### src/rtl/song_tutor_seq.sv
// Loadable song tutor: walks the player through a stored song note by note, flagging wrong keys and timeouts.
// Optional miss counter output err_cnt is enabled by defining SONG_TUTOR_ERRCNT_EN.
module song_tutor_seq #(
  parameter int NOTE_W    = 4,
  parameter int ADDR_W    = 4,
  parameter int NONE_CODE = 0,
  parameter int TIMEOUT   = 0
) (
  input  logic              CLK,
  input  logic              RESET,
  input  logic [NOTE_W-1:0] note,
  input  logic              wr_en,
  input  logic [ADDR_W-1:0] wr_addr,
  input  logic [NOTE_W-1:0] wr_note,
  input  logic [ADDR_W:0]   song_len,
  input  logic              start,
  input  logic              strict,
  output logic [NOTE_W-1:0] expect_note,
  output logic [ADDR_W-1:0] pos,
  output logic              busy,
  output logic              miss,
  output logic              done
`ifdef SONG_TUTOR_ERRCNT_EN
  ,
  output logic [7:0]        err_cnt
`endif
);

  localparam int DEPTH = 1 << ADDR_W;
  localparam int TW    = (TIMEOUT > 0) ? $clog2(TIMEOUT + 1) : 1;
  localparam logic [NOTE_W-1:0] NONE    = NOTE_W'(NONE_CODE);
  localparam logic [ADDR_W:0]   DEPTH_L = (ADDR_W + 1)'(DEPTH);

  typedef enum logic [1:0] {IDLE, WAIT_PRESS, WAIT_REL, DONE} state_t;

  state_t            state;
  logic [NOTE_W-1:0] mem [DEPTH];
  logic [NOTE_W-1:0] cur_note;
  logic [ADDR_W:0]   len_q;
  logic              strict_q;
  logic              hit;
  logic [TW-1:0]     timer;
  logic              start_ok;
  logic              timeout_hit;
  logic              last_note;
  logic              miss_set;

  assign cur_note    = mem[pos];
  assign start_ok    = start && (song_len != '0);
  assign timeout_hit = (TIMEOUT != 0) && (timer == TW'(TIMEOUT - 1));
  assign last_note   = ({1'b0, pos} == (len_q - (ADDR_W + 1)'(1)));
  assign miss_set    = (state == WAIT_PRESS) &&
                       (((note == NONE) && timeout_hit) ||
                        ((note != NONE) && (note != cur_note)));

  // Song storage is never cleared; it is frozen while a lesson runs.
  always_ff @(posedge CLK) begin
    if (wr_en && !busy)
      mem[wr_addr] <= wr_note;
  end

  always_ff @(posedge CLK) begin
    if (RESET) begin
      state       <= IDLE;
      pos         <= '0;
      expect_note <= NONE;
      busy        <= 1'b0;
      miss        <= 1'b0;
      done        <= 1'b0;
      timer       <= '0;
      hit         <= 1'b0;
    end else begin
      miss        <= miss_set;
      done        <= 1'b0;
      expect_note <= ((state == WAIT_PRESS) || (state == WAIT_REL)) ? cur_note : NONE;
      case (state)
        IDLE: begin
          if (start_ok) begin
            len_q    <= (song_len > DEPTH_L) ? DEPTH_L : song_len;
            strict_q <= strict;
            state    <= WAIT_PRESS;
            pos      <= '0;
            busy     <= 1'b1;
            timer    <= '0;
          end
        end
        WAIT_PRESS: begin
          if (note == NONE) begin
            if (timeout_hit) begin
              timer <= '0;
              if (strict_q)
                pos <= '0;
            end else begin
              timer <= timer + TW'(1);
            end
          end else begin
            hit   <= (note == cur_note);
            state <= WAIT_REL;
            timer <= '0;
          end
        end
        WAIT_REL: begin
          // Key changes while held are deliberately ignored; only the release matters.
          if (note == NONE) begin
            timer <= '0;
            if (hit && last_note) begin
              state <= DONE;
              done  <= 1'b1;
              busy  <= 1'b0;
              pos   <= '0;
            end else begin
              state <= WAIT_PRESS;
              if (hit)
                pos <= pos + ADDR_W'(1);
              else if (strict_q)
                pos <= '0;
            end
          end
        end
        DONE: state <= IDLE;
        default: state <= IDLE;
      endcase
    end
  end

`ifdef SONG_TUTOR_ERRCNT_EN
  always_ff @(posedge CLK) begin
    if (RESET)
      err_cnt <= '0;
    else if ((state == IDLE) && start_ok)
      err_cnt <= '0;
    else if (miss_set && (err_cnt != 8'hFF))
      err_cnt <= err_cnt + 8'd1;
  end
`endif

endmodule

### config.mk
export PLATFORM = sky130hd
export DESIGN_NAME = song_tutor_seq
export DESIGN_NICKNAME = d
export VERILOG_FILES = /design/src/rtl/song_tutor_seq.sv
export SDC_FILE = /design/constraint.sdc
export NUM_CORES = 1
export LEC_CHECK = 0
export CAP_MARGIN = 20
export CORE_MARGIN = 5
export CORE_UTILIZATION = 51
export DETAILED_ROUTE_END_ITERATION = 7
export PLACE_DENSITY = 0.82
export RECOVER_POWER = 100
export SLEW_MARGIN = 40
export SYNTH_ARGS = -nofsm -noshare
export SYNTH_HDL_FRONTEND = slang
export SYNTH_SLANG_ARGS = --single-unit
### constraint.sdc
create_clock -name CLK -period 2.45 [get_ports CLK]
set_clock_uncertainty 0.1 [all_clocks]
set_input_delay 0.49 -clock CLK [delete_from_list [all_inputs] [get_ports CLK]]
set_output_delay 0.49 -clock CLK [all_outputs]
set_load 0.02 [all_outputs]
==> impl_metrics.ini, run 1 <==
[status]
status = finished with violations
violations = setup timing

[setup_path]
cp-end-kind = flop
required_ns = 2.61
crit_arrival_ns = 2.66
cp_max_fo = 8
start_kind = flop
path_class = flop to flop
r2r_slack_ns = -0.06

[global_route]
grt_pass1_vias = 2176
grt-busiest-layer = met2
grt_usage = 0.1678
grt.met2_usage = 0.2836
met1_usage = 0.2104
grt_pass1_wl_um = 10980
grt_max_degree = 18
globalRouteOverflowTotal = 0
met3_usage = 0.03745
antenna_found_initial = 0

[sta]
setup_slack_ns = -0.05701
setup_viol = 2
maxSlewHeadroom = 0.6159
finalCritPeriodShare = 1.023
hold_viol = 0
clock.fmax_mhz = 398.9
fin_crit_ns = 2.507
drv_slew = 0
rsz0062_at_grt = true
worstMarginPinSlew_ns = 0.5718

[placement]
dp_hpwl_um = 4905
place.gp.congestion = 0.8263
numPortBuffers = 32
dpl_cell_area_mm2 = 0.004288

[final_layout]
final_cell_mix = edfxtp_1, buf_4, clkdlybuf4s50_1, nor2_1, dfxtp_1
multi_input_area_mm2 = 0.001221
n_antenna_cell = 0
nets = 330
seqCellArea_mm2 = 0.002466
finalInstanceArea_mm2 = 0.004633
area_delta_synth_final_pct = 26.17
drive_gt1_frac = 0.2468
n_fill_cell = 527
final_common_cell = edfxtp_1

[pwr]
leakagePower_nw = 1.531
p_seq_frac = 0.531
clkPwrFrac = 0.287
p_per_area_mw_per_mm2 = 706.6
p_switching_w = 0.0009107
pwr-share-comb = 0.183
p_int_w = 0.002363
power_w = 0.003274
ir_drop_uv = 329.5
switching_share = 0.2782

[flow_run]
maxCapViolCount = 0

[floorplan]
start_util = 0.5146
die_x_um = 94.86
dieArea_mm2 = 0.008997
die_h_um = 94.86
num_rows = 31
core_area_mm2 = 0.007137
pin_count = 33

[synthesis]
synthCells = 233
synth-compound-area-share = 0.03850
synth.avg_cell_area_um2 = 15.76
ys_seq_elements = 88
yosys_warnings = 0
syn_nets = 260
synth_top_family_by_area = multiplexers
synth_fa_ha_area_frac = 0.01704
synthDistinctLibCells = 39
synth-xor-area-share = 0.02385
yosys.area_share.simple = 0.09302
syn_area_mm2 = 0.003672
seq_area_frac_synth = 0.6705
synthMuxAreaShare = 0.1404

[cts]
cts_tree = done
clockBufferDepth = 2
cts_inserted_buffers = 9
cts-htree-levels = 3
clock_latency_ns = 0.36
ctsRootBufferMaster = clkbuf_8
cts.sinks = 88
cts.clk_slew.worst_paths_ns = 0.10

[routing]
wl_um = 7136
post-route-drc-count = 0
viasPerCell = 5.381
ant_nets = 0
drt_iter0_drc = 88
wl_per_cell_um = 17.53
num_vias = 2190
firstDrtPassIters = 4

[hold_path]
hp-class = flop to flop
[power groups by stage]
stage                     logic [W]  registers, W  clock network [W]
after floorplan            0.000297       0.00179                  0
after global placement     0.000563       0.00177                  0
after detailed placement   0.000585       0.00177                  0
after CTS                  0.000591       0.00174           0.000952
after global routing       0.000659       0.00175            0.00101
final                      0.000599       0.00174           0.000938
[critical path: stages (launching register included)]
cell and delay [ns]:
dfxtp_4 0.40, buf_12 0.14, buf_4 0.11, mux4_2 0.49
mux2i_2 0.20, mux2i_2 0.13, xor2_1 0.17, or4_4 0.51
nor3b_1 0.16
[kinds of logic after synthesis]
kind of cell	after synthesis
adder cells (fa/ha/maj)	5
XOR/XNOR	10
AO/OA/AOI/OAI	19
AND/OR/NAND/NOR	64
flip-flops	88
multiplexers	34
buffers and inverters	13
[repair_timing]
item,in CTS,in global routing
gates cloned,1,0
gates resized for setup,5,13
hold buffers,0,0
setup buffers,9,1
setup endpoints to repair,2,5
pin swaps,1,2
[per-layer routing]
metal / vias to the layer above / wire length (um)
met4: 0 / 88
li1: 1037 / -
met5: - / 0
met1: 1097 / 2949
met3: 7 / 337
met2: 49 / 3760
[through the flow]
stage	util	setup TNS, ns	setup WS (ns)	hold slack, ns	std cells
after global placement	0.6001	-2.405	-0.2367	0.4085	381
after floorplan	-	0	0.06925	0.3756	233
final	0.6492	-0.08993	-0.05701	0.4447	407
after global routing	0.6492	-0.2587	-0.1079	0.4684	407
after CTS	0.6418	-0.1008	-0.05102	0.4466	407
after detailed placement	0.6008	-2.423	-0.2692	0.4260	381
[cells in the mapped netlist, drive strengths merged]
cell type  instances  area (um2)
buf                3       23.77
o21bai             1       7.510
xor2               8       70.07
a211o              1       8.760
nor3b              2       15.01
a211oi             2       15.01
clkbuf             4       15.01
or3b               1       8.760
xnor2              2       17.52
ha                 5       62.56
or4                3       22.52
o21ai              3       15.01
mux2i             20       200.2
nor2              23       86.33
nand2              6       22.52
nor3               7       35.03
nand4              2       12.51
a2111oi            1       15.01
nand4b             1       8.760
a31oi              1       6.260
a21oi              4       20.02
a311oi             2       17.52
dfxtp             18       360.4
o211ai             1       7.510
or4bb              1       11.26
mux4              14       315.3
nand3b             1       7.510
o2bb2ai            1       8.760
nand2b             5       31.28
inv                6       22.52
and2               1       6.260
edfxtp            70        2102
a21boi             1       7.510
o31ai              1       12.51
nor2b              9       56.30
or3                1       6.260
nand4bb            1       11.26
[state kept, by name (all words and copies together) (netlist names), named ones only]
register     count
expect_note      4
miss             1
mem             64
pos              4
done             1
busy             1
hit              1
len_q            5
strict_q         1
state            2
[final timing paths]
kind / depth (start not counted) / to / startpoint
worst max-delay path: 8 / miss / flop
worst min-delay path: 1 / state[1] / state[1]
worst max register to register: 8 / miss / flop
worst min register to register: 1 / state[1] / state[1]
[final cells by class]
cell class / instances / area share
clock buffers: 9 / 0.02674
flip-flops and latches: 88 / 0.5323
clock inverters: 7 / 0.01350
multi-input cells: 132 / 0.2636
well taps: 99 / 0.02674
inverters: 6 / 0.004861
repair buffers: 66 / 0.1323
No activity file was read; power rests on OpenSTA's default activity.
==> run 2: changes to the inputs <==
- CORE_UTILIZATION: 51 -> 40
- PLACE_DENSITY: 0.82 -> unset
- clock period: 2.45 -> 2.51 ns (I/O delays scaled with it)
==> run 2 against run 1 <==
The flow still finishes with violations (setup timing). Worst hold slack worse by 0.0012 ns. Die area is 24% higher. Global-route usage is 4.0 points lower. Utilization is 15 points lower. Combinational power is 7.0% lower. Critical path type unchanged. Largest cell class unchanged. Largest power group unchanged. Highest routed layer unchanged.
==> impl_metrics.ini, run 2 (same netlist as run 1, synthesis figures left out) <==
[setup_path]
start_kind = flop
required_ns = 2.66
worstReg2RegEnd = miss
r2r_slack_ns = -0.004
slowest_stage = or4_4
crit_path_frequent_cell = buf_12
crit_end = miss
crit_cells = 8
crit_chain = buf_12 > buf_12 > mux4_2 > mux2i_1 > mux2i_2 > xor2_1 > or4_4 > nor3b_2
path_class = flop to flop
crit_path_max_incr_delay_ns = 0.54
crit_arrival_ns = 2.67
cp_num_buf_inv = 2
cp_max_fo = 6
critPathTopFamily = multiplexers
reg2regPathDepth = 8
cp-end-kind = flop

[global_route]
antenna_found_initial = 0
grt_max_degree = 17
globalRouteOverflowTotal = 0
grt_pass1_wl_um = 10850
grt_usage = 0.1281
grt_pass1_vias = 2149

[pwr]
leakagePower_nw = 1.485
switching_share = 0.2652
p_switching_w = 0.0008598
ir_drop_uv = 421.6
p_int_w = 0.002382
pwr-share-comb = 0.172
p_seq_frac = 0.524
p_per_area_mw_per_mm2 = 709.1
clkPwrFrac = 0.305

[cts]
cts.sinks = 88
clock_latency_ns = 0.35
cts_tree = done
ctsRootBufferMaster = clkbuf_8
cts.clk_slew.worst_paths_ns = 0.09
post_cts_buffers = 0
cts_inserted_buffers = 9
cts-htree-levels = 3
holdBufCountCts = 0
clockBufferDepth = 2

[routing]
ant_nets = 0
post-route-drc-count = 0
num_vias = 2047
wl_per_cell_um = 16.19
viasPerCell = 5.005
firstDrtPassIters = 4
wl_um = 6621
drt_iter0_drc = 72

[final_layout]
area_delta_synth_final_pct = 24.50
n_antenna_cell = 0
nets = 320
final_cell_mix = edfxtp_1, clkdlybuf4s50_1, nor2_1, dfxtp_1
final_core_util = 0.5019
largest_registers = mem: 64 flops, len_q: 5 flops
drive_gt1_frac = 0.2114
regMostFlops = mem
largest_reg_flops = 64
final_cells = 409
final_common_cell = edfxtp_1

[floorplan]
die_h_um = 105.8
pin_count = 33
die_x_um = 105.8
num_rows = 35
start_util = 0.4032
dieArea_mm2 = 0.01120
core_area_mm2 = 0.009109

[sta]
hold_viol = 0
worstMarginPinSlew_ns = 0.5704
setup_viol = 1
maxSlewHeadroom = 0.6185
finalCritPeriodShare = 1.002
fin_crit_ns = 2.514
rsz0062_at_grt = true
setup_slack_ns = -0.004020
drv_slew = 0
clock.fmax_mhz = 397.8
fin_hold_ws_ns = 0.4435

[hold_path]
hp-class = flop to flop

[placement]
placedCellCount = 392
place.gp.congestion = 0.7769
numPortBuffers = 32
dp_hpwl_um = 4774

[flow_run]
maxCapViolCount = 0

[status]
status = finished with violations
violations = setup timing
==> run 2: timing repair <==
item	4_1_cts	5_1_grt
gates resized for setup	8	5
cloned	1	0
endpoints found under the setup margin	2	5
pin swaps	2	0
==> run 2: metrics by stage <==
| step | power [W] | setup TNS [ns] | instance area (um2) | setup WS (ns) |
|---|---|---|---|---|
| floorplan | 0.002037 | 0 | 3672 | 0.1293 |
| global placement | 0.002278 | -2.363 | 4315 | -0.2185 |
| detailed placement | 0.002284 | -2.025 | 4320 | -0.2293 |
| CTS | 0.003270 | -0.007261 | 4571 | -0.007261 |
| global route | 0.003411 | -0.2121 | 4572 | -0.1092 |
| finish | 0.003242 | -0.004020 | 4572 | -0.004020 |
==> run 2: power groups by stage <==
stage / clock network, W / logic (W) / registers (W)
after floorplan: 0 / 0.000290 / 0.00175
after global placement: 0 / 0.000549 / 0.00173
after detailed placement: 0 / 0.000553 / 0.00173
after CTS: 0.00102 / 0.000557 / 0.00170
after global routing: 0.00108 / 0.000621 / 0.00171
final: 0.000988 / 0.000557 / 0.00170
==> run 2: layer usage <==
layer  up-vias  wire length (um)  GRT usage
li1       1009                 -          -
met1       985              3091     0.1665
met2        43              3127     0.2031
met3        10               268    0.03184
met4         0               133    0.05828
met5         -                 0          0
==> run 2: how the worst min path moves through the flow <==
stage	slack, ns	end	start	depth (start not counted)
3_3_place_gp	0.42	state[1]	state[1]	1
5_1_grt	0.50	state[1]	state[1]	1
2_1_floorplan	0.38	state[1]	state[1]	1
6_report	0.44	state[1]	state[1]	1
4_1_cts	0.44	state[1]	state[1]	1
3_5_place_dp	0.42	state[1]	state[1]	1
==> run 2: worst register-to-register path: stages (launching register included) <==
cell     delay [ns]
dfxtp_4        0.40
buf_12         0.14
buf_12         0.12
mux4_2         0.51
mux2i_1        0.19
mux2i_2        0.11
xor2_1         0.15
or4_4          0.54
nor3b_2        0.16
==> run 2: cell type report <==
type,instances,area [um2]
Clock buffer,9,123.9
Clock inverter,7,76.32
Fill cell,806,4537
Inverter,6,22.52
Multi-Input combinational cell,132,1192
Sequential cell,88,2466
Tap cell,111,138.9
Timing Repair Buffer,56,551.8
==> run 3: changes to the inputs <==
- SLEW_MARGIN: 40 -> 20
- clock period: 2.51 -> 2.26 ns (I/O delays scaled with it)
==> run 3 against run 2 <==
Largest power group unchanged. Worst setup slack got worse by 0.16 ns. Count of clock-buffer cells in the layout unchanged. Worst hold slack worse by 0.012 ns. Final cell count is 0.98% higher. Global-route usage up 0.44 points. Combinational power up 13%. The run still ends with setup timing left. Wire length grew 4.2%. Sequential power grew 11%.
==> impl_metrics.ini, run 3 (same netlist as run 1, synthesis figures left out) <==
[status]
violations = setup timing
status = finished with violations

[final_layout]
final_core_util = 0.5015
finalInstanceArea_mm2 = 0.004568
drive_gt1_frac = 0.2020
n_antenna_cell = 0
regMostFlops = mem
n_fill_cell = 793
largest_reg_flops = 64
area_delta_synth_final_pct = 24.40
final_cell_mix = edfxtp_1, nor2_1, mux2i_1, dfxtp_1
largest_registers = mem: 64 flops, len_q: 5 flops
nets = 324
final_common_cell = edfxtp_1

[global_route]
grt_usage = 0.1326
grt_pass1_wl_um = 11240
grt_pass1_vias = 2186
grt_max_degree = 18
globalRouteOverflowTotal = 0
antenna_found_initial = 0

[setup_path]
crit_path_max_incr_delay_ns = 0.54
crit_arrival_ns = 2.57
crit_chain = buf_12 > buf_12 > mux2i_1 > mux4_2 > mux2i_2 > xor2_1 > or4_4 > nor3b_1
path_class = flop to flop
start_kind = flop
slowest_stage = or4_4
cp_max_fo = 11
cp-end-kind = flop
cp_num_buf_inv = 2
crit_path_frequent_cell = buf_12
critPathTopFamily = multiplexers
required_ns = 2.41

[routing]
firstDrtPassIters = 4
wl_met1_um = 2986
wl_met2_um = 3495
viasPerCell = 5.111
routed-wl-met3_um = 313
drt_iter0_drc = 74
post-route-drc-count = 0
ant_nets = 0
routed.top_layer = met4
wl_per_cell_um = 16.71
num_vias = 2111
wl_um = 6900

[cts]
holdBufCountCts = 0
clock_latency_ns = 0.35
clockBufferDepth = 2
cts.sinks = 88
ctsRootBufferMaster = clkbuf_8
cts_inserted_buffers = 9
cts-htree-levels = 3
cts.clk_slew.worst_paths_ns = 0.09
post_cts_buffers = 0
cts_tree = done

[pwr]
p_per_area_mw_per_mm2 = 796.2
ir_drop_uv = 303.7
power_w = 0.003637
leakagePower_nw = 1.523

[sta]
clock.fmax_mhz = 412.4
maxSlewHeadroom = 0.3011
drv_slew = 0
fin_crit_ns = 2.425
rsz0062_at_grt = true
setup_slack_ns = -0.1649
setup_viol = 2
finalCritPeriodShare = 1.073
worstMarginPinSlew_ns = 1.046
hold_viol = 0

[placement]
numPortBuffers = 32
dp_hpwl_um = 5069
dpl_cell_area_mm2 = 0.004342
place.gp.congestion = 0.7788

[flow_run]
maxCapViolCount = 0

[floorplan]
die_h_um = 105.8
die_x_um = 105.8
start_util = 0.4032
core_area_mm2 = 0.009109
num_rows = 35
pin_count = 33
dieArea_mm2 = 0.01120

[hold_path]
hp-class = input pin to flop
## run 3: layout make-up
type | instances | area (um2) | share of cell area
Clock inverter | 7 | 86.33 | 0.01890
Inverter | 6 | 22.52 | 0.004930
Clock buffer | 9 | 123.9 | 0.02712
Sequential cell | 88 | 2464 | 0.5393
Tap cell | 111 | 138.9 | 0.03040
Multi-Input combinational cell | 132 | 1195 | 0.2616
Timing Repair Buffer | 60 | 538.0 | 0.1178
## run 3: report_power, final
group	total, W	leakage, nW	internal (W)	switching, W
Sequential	0.00188	0.780	0.00183	0.0000515
Combinational	0.000629	0.638	0.000291	0.000339
Clock	0.00112	0.104	0.000536	0.000588
## run 3: per-stage QoR
step                      std cells  setup TNS, ns  setup slack, ns  hold WS [ns]
after floorplan                 233      -0.003650        -0.003650        0.3756
after global placement          397         -5.758          -0.4185        0.4110
after detailed placement        397         -6.660          -0.4487        0.4025
after CTS                       413        -0.3586          -0.1852        0.4280
after global routing            413        -0.8481          -0.2625        0.4501
final                           413        -0.3196          -0.1649        0.4315
## run 3: layer usage
metal  up-vias  global-route usage
met1      1032              0.1661
li1       1021                   -
met2        49              0.2254
met4         0             0.04533
met3         9             0.03123
met5         -                   0
## run 3: tightest hold or removal path: stages
cell	delay (ns)
dlymetal6s2s_1	0.11
or4_4	0.14
buf_4	0.11
nor3_1	0.04
## run 3: worst paths after layout
kind	from	to	slack [ns]	cells past startpoint
worst min register to register	state[1]	state[1]	0.43	1
worst min-delay path	note[0]	done	0.43	4
worst max-delay path	flop	miss	-0.16	8
worst max register to register	flop	miss	-0.16	8
## run 3: timing repair
action | in CTS | in global routing
pin swaps | 1 | 2
resized for setup | 6 | 7
setup endpoints to repair | 9 | 19
==> RTL edit 1 (config.mk and constraints of run 2) <==
Encoding of `state_t`: now one-hot (4 bits for 4 states).
--- a/src/rtl/song_tutor_seq.sv
+++ b/src/rtl/song_tutor_seq.sv
@@ -33,3 +33,3 @@
 
-  typedef enum logic [1:0] {IDLE, WAIT_PRESS, WAIT_REL, DONE} state_t;
+  typedef enum logic [3:0] {IDLE = 4'b0001, WAIT_PRESS = 4'b0010, WAIT_REL = 4'b0100, DONE = 4'b1000} state_t;
 
Check against the original RTL: same outputs for any inputs over 10 cycles, from zero or initial values and one cycle with RESET high; not proved beyond that.
==> RTL edit 1 against run 2 <==
Cell count grew 7.8%. Critical path depth fell by 1. Worst hold slack better by 0.028 ns. Wire length rose by 10%. Final area rose by 0.44%. Fmax is 7.3% higher. Synthesized area grew 3.6%. Worst setup slack improved by 0.17 ns. Global-route usage is 0.72 points higher. First-iteration DRC count rose by 43%. Sequential cell count is 2 higher. Highest routed layer unchanged.
Power is not compared: it rests on default switching activity, and its combinational part moved more than twofold at a synthesized area within 25%.
==> RTL edit 1: results (changes against run 2) <==
Storage cell area 0.002504 mm2 (+1.5%); critical path's slowest cell a2111oi_2; Avg Inst Size Synth 15.16 um2 (-3.8%); synth warn 0 (unchanged); pre-CTS setup slack -0.1770 ns (+0.05223 ns); Iter 0 DRT Violations 103 (+43%); met1 Use GR 0.1717 (+0.005244); Final nets 331 (+3.4%); vias in the first global route 2,270 (+5.6%); Pwr Total 2.919 mW; met2 usage in global routing 0.2185 (+0.01538); met1 wire length 3365 um (+8.9%); Fill cells 824 (+2.2%); via/cell ratio 5.104 (+2.0%); Final GP Congestion 0.7807 (+0.49%); worst-path fanout max 3 (-3); CP top delay family compound AO/OA/AOI/OAI gates; root buf cell clkbuf_8; top cells by count, synth 70 x edfxtp_1, 27 x nor2_1, 20 x dfxtp_1; met3 wire len 396 um (+48%); largest net degree at the start of global routing 18 (+1); worst hold margin 0.4716 ns (+0.02815 ns); total routed wirelength 7305 um (+10%); share of layout cells above drive strength 1 0.1378 (-0.07359); Rel. slew slack 0.5960 (-0.02245); sequential area share after synthesis 0.6577 (-0.01285); met3 Use GR 0.04979 (+0.01795); max incr delay on CP 0.52 ns (-0.02 ns); first-pass GRT wire length 11,830 um (+9.0%); R2R setup slack 0.22 ns (+0.22 ns); Static Leakage 1.503 nW; placed cell areas 0.004397 mm2 (+1.8%); GRT Total Usage 0.1353 (+0.007154); synth top area cells edfxtp_1 55%, dfxtp_1 11%, mux2i_1 4.7%; status complete, no violations; final non-filler cell total 441 (+7.8%); Post-Place Cells 425 (+8.4%); Syn Nets 275 (+5.8%); Worst EP arrival 2.47 ns (-0.20 ns); CTS resizes 0 (-8); met2 WL post-DR 3418 um (+9.3%)
## RTL edit 1: layout make-up
class / count / area share
Multi-Input combinational cell: 145 / 0.2632
Sequential cell: 90 / 0.5452
Clock inverter: 7 / 0.02180
Inverter: 7 / 0.005722
Timing Repair Buffer: 54 / 0.1019
Clock buffer: 9 / 0.02698
Tap cell: 129 / 0.03515
## RTL edit 1: kinds of logic after synthesis
logic type / after synthesis / synth area share
flip-flops: 90 / 0.6577
buffers and inverters: 16 / 0.02466
multiplexers: 33 / 0.1391
adder cells (fa/ha/maj): 2 / 0.006576
AO/OA/AOI/OAI: 27 / 0.04965
AND/OR/NAND/NOR: 74 / 0.1016
XOR/XNOR: 9 / 0.02072
## RTL edit 1: path summary, 6_finish.rpt
path / from / end / depth (start not counted)
max: note[1] / pos[2] / 7
min: pos[3] / pos[3] / 2
max reg2reg: flop / hit / 7
min reg2reg: pos[3] / pos[3] / 2
==> RTL edit 2 (flow settings as in run 2) <==
Made on the original files. Set the parameter `NOTE_W` to 5 (it was 4).
--- a/src/rtl/song_tutor_seq.sv
+++ b/src/rtl/song_tutor_seq.sv
@@ -3,3 +3,3 @@
 module song_tutor_seq #(
-  parameter int NOTE_W    = 4,
+  parameter int NOTE_W    = 5,
   parameter int ADDR_W    = 4,
Ports: changed (resized expect_note, note and wr_note); port bits go from 33 to 36. No check against the original RTL was run, so the function may have changed too.
==> RTL edit 2 against run 2 <==
Final area rose by 20%. Critical path depth decreased by 1. Worst setup slack improved by 0.17 ns. Global-route usage rose by 1.4 points. Wire length rose by 37%. Power rose by 34%. Sequential cell count rose by 17. Synthesized area up 23%.
==> RTL edit 2: results (changes against run 2) <==
top cells by count, synth 86 x edfxtp_1, 32 x nor2_1, 19 x dfxtp_1; Post-Place Cells 511 (+30%); biggest regs mem x80, expect_note x5, len_q x5; Power Clock 1.28 mW (+30%); CTS resizes 0 (-8); DR WL/cell 17.18 um (+6.1%); EDFF count, synth 86 (+23%); Syn Nets 338 (+30%); largest net degree at the start of global routing 24 (+7); status complete, no violations; Largest register FFs 80 (+25%); critical path's slowest cell or4_1; post-synthesis xor/xnor area fraction 0.02127 (-0.002579); share of layout cells above drive strength 1 0.1550 (-0.05637); post-synthesis adder-cell area fraction 0.01381 (-0.003224); peak supply drop 0.3836 mV (-9.0%); Worst EP arrival 2.51 ns (-0.16 ns); placed cell areas 0.005278 mm2 (+22%); Static Leakage 1.853 nW (+25%); worst hold stages 2 (+1); clk cell area share 0.04952 (+0.005733); P_seq 2.04 mW (+20%); Final nets 411 (+28%); first-pass GRT wire length 14,120 um (+30%); vias in the first global route 2,782 (+29%); final non-filler cell total 527 (+29%); worst-path fanout max 8 (+2); GRT Total Usage 0.1426 (+0.01450); Storage cell area 0.002964 mm2 (+20%); Yosys cell types 53 (+36%); worst hold margin 0.4136 ns (-0.02985 ns); Pint 3.144 mW (+32%); Yosys reg bits 105 (+19%); Non-Clock Buffer Count 72 (+29%); Non-Clock Inverter Count 11 (+5); multi-input combinational area share 0.2636 (+0.002769); CP top delay family compound AO/OA/AOI/OAI gates; area grow syn2layout 21.05%; clock share of power 0.295 (-0.010); Avg Inst Size Synth 14.66 um2 (-7.0%); Fill cells 968 (+20%); Port Buffers 35 (+9.4%); Synth Area in Compound Gates 0.05773 (+0.01923)
## RTL edit 2: cell types whose count changed after synthesis, sizes merged, moves of 4 or more
cell / run 2 / this run
mux2: 0 / 13
xor2: 8 / 4
xnor2: 2 / 7
o21ai: 3 / 12
buf: 3 / 8
mux4: 14 / 10
inv: 6 / 11
mux2i: 20 / 15
nor2: 23 / 32
nand3: 0 / 4
edfxtp: 70 / 86
## RTL edit 2: worst max path at each step
stage / startpoint / endpoint / slack, ns / cells after the start
2_1_floorplan: note[0] / flop / 0.42 / 6
3_3_place_gp: note[0] / pos[3] / -0.18 / 7
3_5_place_dp: song_len[0] / flop / -0.25 / 7
4_1_cts: flop / miss / 0.11 / 6
5_1_grt: flop / miss / 0.05 / 8
6_report: song_len[0] / flop / 0.16 / 7
## RTL edit 2: per-layer routing
metal  track usage  vias up  routed length, um
met3       0.03109        8                530
met2        0.2410       61               4487
met4       0.05336        0                129
li1              -     1328                  -
met5             0        -                  0
met1        0.1801     1318               3906
